$ cat src/rtl/insn_dispatch.sv
// Decode/dispatch stage: turns one AArch64 instruction word per cycle into a
// registered ALU micro-op bundle for the rename/read stage.
module insn_dispatch #(
  parameter int GPR_IDX_SIZE   = 5,
  parameter int IMMEDIATE_SIZE = 12
) (
  input  logic                      in_clk,
  input  logic                      in_rst,
  input  logic                      in_stall,
  input  logic [31:0]               in_fetch_insnbits,
  input  logic                      in_fetch_done,
  output logic                      out_reg_done,
  output logic                      out_reg_set_nzcv,
  output logic                      out_reg_instr_uses_nzcv,
  output logic                      out_reg_use_imm,
  output logic [IMMEDIATE_SIZE-1:0] out_reg_imm,
  output logic [GPR_IDX_SIZE-1:0]   out_reg_src1,
  output logic [GPR_IDX_SIZE-1:0]   out_reg_src2,
  output logic [GPR_IDX_SIZE-1:0]   out_reg_dst,
  output logic [1:0]                out_reg_fu_id,
  output logic [3:0]                out_reg_fu_op,
  output logic [3:0]                out_reg_cond_codes
);

  localparam logic [3:0] OP_ADD   = 4'd0;
  localparam logic [3:0] OP_SUB   = 4'd1;
  localparam logic [3:0] OP_CSEL  = 4'd2;
  localparam logic [3:0] OP_CSINC = 4'd3;
  localparam logic [3:0] OP_CSINV = 4'd4;
  localparam logic [3:0] OP_CSNEG = 4'd5;
  localparam logic [3:0] OP_AND   = 4'd6;
  localparam logic [3:0] OP_ORR   = 4'd7;
  localparam logic [3:0] OP_EOR   = 4'd8;
  localparam logic [1:0] FU_ALU   = 2'b00;

  logic [10:0] opc_s;
  logic [1:0]  op2_s;
  logic [4:0]  rd_s;
  logic [4:0]  rn_s;
  logic [4:0]  rm_s;
  logic [11:0] imm12_s;
  logic [3:0]  cond_s;

  logic        dec_valid_s;
  logic        dec_set_nzcv_s;
  logic        dec_uses_nzcv_s;
  logic        dec_use_imm_s;
  logic [3:0]  dec_op_s;

  assign opc_s   = in_fetch_insnbits[31:21];
  assign op2_s   = in_fetch_insnbits[11:10];
  assign rd_s    = in_fetch_insnbits[4:0];
  assign rn_s    = in_fetch_insnbits[9:5];
  assign rm_s    = in_fetch_insnbits[20:16];
  assign imm12_s = in_fetch_insnbits[21:10];
  assign cond_s  = in_fetch_insnbits[15:12];

  // Opcode classification; bit 21 is part of imm12 for the immediate forms.
  always_comb begin
    dec_valid_s     = 1'b1;
    dec_set_nzcv_s  = 1'b0;
    dec_uses_nzcv_s = 1'b0;
    dec_use_imm_s   = 1'b0;
    dec_op_s        = OP_ADD;
    casez (opc_s)
      11'b1001000100?: begin dec_op_s = OP_ADD; dec_use_imm_s = 1'b1; end
      11'b1011000100?: begin dec_op_s = OP_ADD; dec_use_imm_s = 1'b1; dec_set_nzcv_s = 1'b1; end
      11'b1101000100?: begin dec_op_s = OP_SUB; dec_use_imm_s = 1'b1; end
      11'b1111000100?: begin dec_op_s = OP_SUB; dec_use_imm_s = 1'b1; dec_set_nzcv_s = 1'b1; end
      11'b10001011000: dec_op_s = OP_ADD;
      11'b10101011000: begin dec_op_s = OP_ADD; dec_set_nzcv_s = 1'b1; end
      11'b11001011000: dec_op_s = OP_SUB;
      11'b11101011000: begin dec_op_s = OP_SUB; dec_set_nzcv_s = 1'b1; end
      11'b10001010000: dec_op_s = OP_AND;
      11'b10101010000: dec_op_s = OP_ORR;
      11'b11001010000: dec_op_s = OP_EOR;
      11'b11101010000: begin dec_op_s = OP_AND; dec_set_nzcv_s = 1'b1; end
      11'b10011010100: begin
        dec_uses_nzcv_s = 1'b1;
        case (op2_s)
          2'b00:   dec_op_s = OP_CSEL;
          2'b01:   dec_op_s = OP_CSINC;
          default: dec_valid_s = 1'b0;
        endcase
      end
      11'b11011010100: begin
        dec_uses_nzcv_s = 1'b1;
        case (op2_s)
          2'b00:   dec_op_s = OP_CSINV;
          2'b01:   dec_op_s = OP_CSNEG;
          default: dec_valid_s = 1'b0;
        endcase
      end
      default: dec_valid_s = 1'b0;
    endcase
  end

  // Output bundle register: hold on stall, clear on bubble or unrecognised word.
  always_ff @(posedge in_clk or posedge in_rst) begin
    if (in_rst) begin
      out_reg_done            <= 1'b0;
      out_reg_set_nzcv        <= 1'b0;
      out_reg_instr_uses_nzcv <= 1'b0;
      out_reg_use_imm         <= 1'b0;
      out_reg_imm             <= '0;
      out_reg_src1            <= '0;
      out_reg_src2            <= '0;
      out_reg_dst             <= '0;
      out_reg_fu_id           <= 2'b00;
      out_reg_fu_op           <= 4'd0;
      out_reg_cond_codes      <= 4'd0;
    end else if (!in_stall) begin
      if (in_fetch_done && dec_valid_s) begin
        out_reg_done            <= 1'b1;
        out_reg_set_nzcv        <= dec_set_nzcv_s;
        out_reg_instr_uses_nzcv <= dec_uses_nzcv_s;
        out_reg_use_imm         <= dec_use_imm_s;
        out_reg_imm             <= dec_use_imm_s ? IMMEDIATE_SIZE'(imm12_s) : '0;
        out_reg_src1            <= GPR_IDX_SIZE'(rn_s);
        out_reg_src2            <= dec_use_imm_s ? '0 : GPR_IDX_SIZE'(rm_s);
        out_reg_dst             <= GPR_IDX_SIZE'(rd_s);
        out_reg_fu_id           <= FU_ALU;
        out_reg_fu_op           <= dec_op_s;
        out_reg_cond_codes      <= dec_uses_nzcv_s ? cond_s : 4'd0;
      end else begin
        out_reg_done            <= 1'b0;
        out_reg_set_nzcv        <= 1'b0;
        out_reg_instr_uses_nzcv <= 1'b0;
        out_reg_use_imm         <= 1'b0;
        out_reg_imm             <= '0;
        out_reg_src1            <= '0;
        out_reg_src2            <= '0;
        out_reg_dst             <= '0;
        out_reg_fu_id           <= 2'b00;
        out_reg_fu_op           <= 4'd0;
        out_reg_cond_codes      <= 4'd0;
      end
    end
  end

endmodule

$ cat config.mk
export PLATFORM = sky130hd
export DESIGN_NAME = insn_dispatch
export DESIGN_NICKNAME = d
export VERILOG_FILES = /design/src/rtl/insn_dispatch.sv
export SDC_FILE = /design/constraint.sdc
export NUM_CORES = 1
export LEC_CHECK = 0
export CORE_ASPECT_RATIO = 1.75
export CORE_UTILIZATION = 42
export CTS_BUF_LIST = sky130_fd_sc_hd__clkbuf_8
export DETAILED_ROUTE_END_ITERATION = 16
export PLACE_DENSITY_LB_ADDON = 0.3
export SLEW_MARGIN = 40
export SYNTH_ARGS = -nofsm -noshare
export SYNTH_HDL_FRONTEND = slang
export SYNTH_SLANG_ARGS = --single-unit
$ cat constraint.sdc
create_clock -name in_clk -period 1.65 [get_ports in_clk]
set_clock_uncertainty 0.2 [all_clocks]
set_input_delay 0.33 -clock in_clk [delete_from_list [all_inputs] [get_ports in_clk]]
set_output_delay 0.33 -clock in_clk [all_outputs]
set_load 0.01 [all_outputs]
==> reports/metrics.cfg <==
[global_routing]
antenna_found_initial = 0
grt_max_degree = 40
grt_pass1_vias = 1638
grt_pass1_wl_mm = 7.99
grt_usage_pct = 26.0
overflow = 0

[yosys]
synth_area_per_cell_um2 = 13.2
synth.area.top_cells = dfrtp_1, a22o_1, a32o_1
synth.distinct_cells = 33
synth-seq-cells = 39
syn_area_um2 = 1620
yosys_warnings = 0
seq_area_frac_synth_pct = 60.3
netlist_instances = 123
ys.flop_type = dfrtp_1
synth_edf_count = 0
async_flop_share_pct = 100
synth_top_area_share_pct = 60.3
yosysTopAreaCell = dfrtp_1

[critical_path]
r2r-end = out_reg_fu_op[0]
r2r-start = out_reg_fu_op[0]
crit_required_ns = 1.62
arrival_ns = 1.57
setup.worst_path.end_class = flop
critPathLaunchType = primary input
r2r_setup_slack_ns = 0.56
worstSetupPathType = primary input to flop
reg2reg_depth = 1
path_max_fanout = 5

[detailed_routing]
drc_errors = 0
drt.antenna.violating_nets = 0
drt_iter0_markers = 58
drt_first_pass_iters = 4
wl_per_cell_um = 18.0
num_vias = 1510
routed_wl_mm = 5.00
viasPerCell = 5.43

[clocking]
cts_hold_buf = 0
cts_buffers = 5
cts.sinks = 39
ctsRootBufferMaster = clkbuf_8
path_clk_slew_ns = 0.08
htree_levels = 2
clk_latency_ns = 0.28
cts_buffer_depth = 2
cts_tree = built

[layout]
area_growth_pct = 69.5
drive_gt1_share_pct = 27.6
nets = 267
layout_commonest_cell = dlygate4sd2_1
antennaDiodeCount = 0
final_cell_mix = dlygate4sd2_1, dfrtp_1, buf_4

[floorplan]
initial_core_util_pct = 44.1
io_pins = 77
coreArea_um2 = 3660
die_x_um = 48.9
fp-row-count = 29
die_h_um = 84.1
die_area_um2 = 4110

[flow_run]
cap_violations = 0

[status]
status = finished, final reports clean

[sta]
hold_viol_final = 0
finalCriticalPeriod_ns = 1.60
final-max-slew-violation-count = 0
rsz0062_at_grt = false
final-setup-viol-count = 0
max_freq_mhz = 625
layout_setup_ws_ns = 0.0509
period_share_pct = 96.9

[place]
dpl.hpwl_mm = 3.26
place_congestion = 0.885
port_buffers = 74
pre_cts_slack_ns = -0.465

[power]
p_leak_nw = 1.51
power.total_w = 0.00186
vdd_drop_max_mv = 0.751
power_density_nw_per_um2 = 677

[worst_hold_path]
hold_path_class = primary input to async pin

==> critical path: stages <==
cell,delay [ns]
dlygate4sd2_1,0.24
nor3b_2,0.16
nand4_1,0.14
o21ai_4,0.09
buf_6,0.12
buf_4,0.13
buf_12,0.12
a32o_1,0.24
==> worst max-delay path by stage <==
stage                           from  cells after the start               endpoint
5_1_grt                in_fetch_done                      7        out_reg_src2[4]
6_report               in_fetch_done                      8  out_reg_cond_codes[1]
2_1_floorplan  in_fetch_insnbits[27]                      5  out_reg_cond_codes[3]
4_1_cts        in_fetch_insnbits[25]                      8  out_reg_cond_codes[0]
3_3_place_gp   in_fetch_insnbits[22]                      5        out_reg_src2[2]
3_5_place_dp   in_fetch_insnbits[22]                      6  out_reg_cond_codes[0]
==> kinds of logic after synthesis <==
| family | count (synthesis) | share of synthesized area, % |
|---|---|---|
| buffers and inverters | 10 | 3.71 |
| AO/OA/AOI/OAI | 42 | 22.4 |
| AND/OR/NAND/NOR | 31 | 13.4 |
| flip-flops | 39 | 60.3 |
| other | 1 | 0.232 |
==> area by class of cell <==
cell class              instances  area, um^2
repair buffers                109         981
flip-flops and latches         39         976
fillers                       261         923
multi-input cells              75         619
clock buffers                   7        96.3
clock inverters                 1        7.51
well taps                      46        57.6
inverters                       1        3.75
==> cells in the mapped netlist (all sizes together) (2+ instances only) <==
cell type	count
clkbuf	3
a32o	9
a21oi	2
o21ai	3
nor3b	3
and4bb	3
a211o	2
nor2	3
nor2b	2
dfrtp	39
buf	6
a21o	2
nand2	8
and3	2
nand4	2
a22o	22
==> power breakdown <==
group | switching, W | internal (W) | total, W
Clock | 0.000319 | 0.000380 | 0.000699
Sequential | 0.000000839 | 0.000957 | 0.000958
Combinational | 0.0000893 | 0.000110 | 0.000199
Total | 0.000409 | 0.00145 | 0.00186
==> registers in the layout, indices dropped and copies added, names as in the netlist <==
name,flops
out_reg_fu_op,4
out_reg_imm,12
out_reg_dst,5
out_reg_done,1
out_reg_src2,5
out_reg_src1,5
out_reg_instr_uses_nzcv,1
out_reg_use_imm,1
out_reg_cond_codes,4
out_reg_set_nzcv,1
==> metal layers <==
metal,vias up,routed length [um],track usage (%)
met3,16,201,4.74
met4,0,189,13.9
met2,66,2790,47.9
li1,691,-,-
met1,737,1830,27.0
met5,-,0,0
==> per-stage QoR <==
step	area, um^2	instances	utilization (%)	setup TNS, ns	hold WS [ns]
2_1_floorplan	1620	124	-	0	0.254
5_1_grt	2740	278	74.8	0	0.225
3_3_place_gp	2540	255	69.3	-13.17	0.268
4_1_cts	2770	276	75.6	0	0.200
6_report	2740	278	74.8	0	0.190
3_5_place_dp	2540	255	69.3	-14.59	0.272
==> what timing repair did <==
action	in CTS	in global routing
endpoints found under the hold margin	0	0
setup endpoints to repair	75	11
pin swaps	11	10
setup buffers	11	2
gates resized for setup	73	11
cloned	2	0
(Power assumes the default switching activity.)
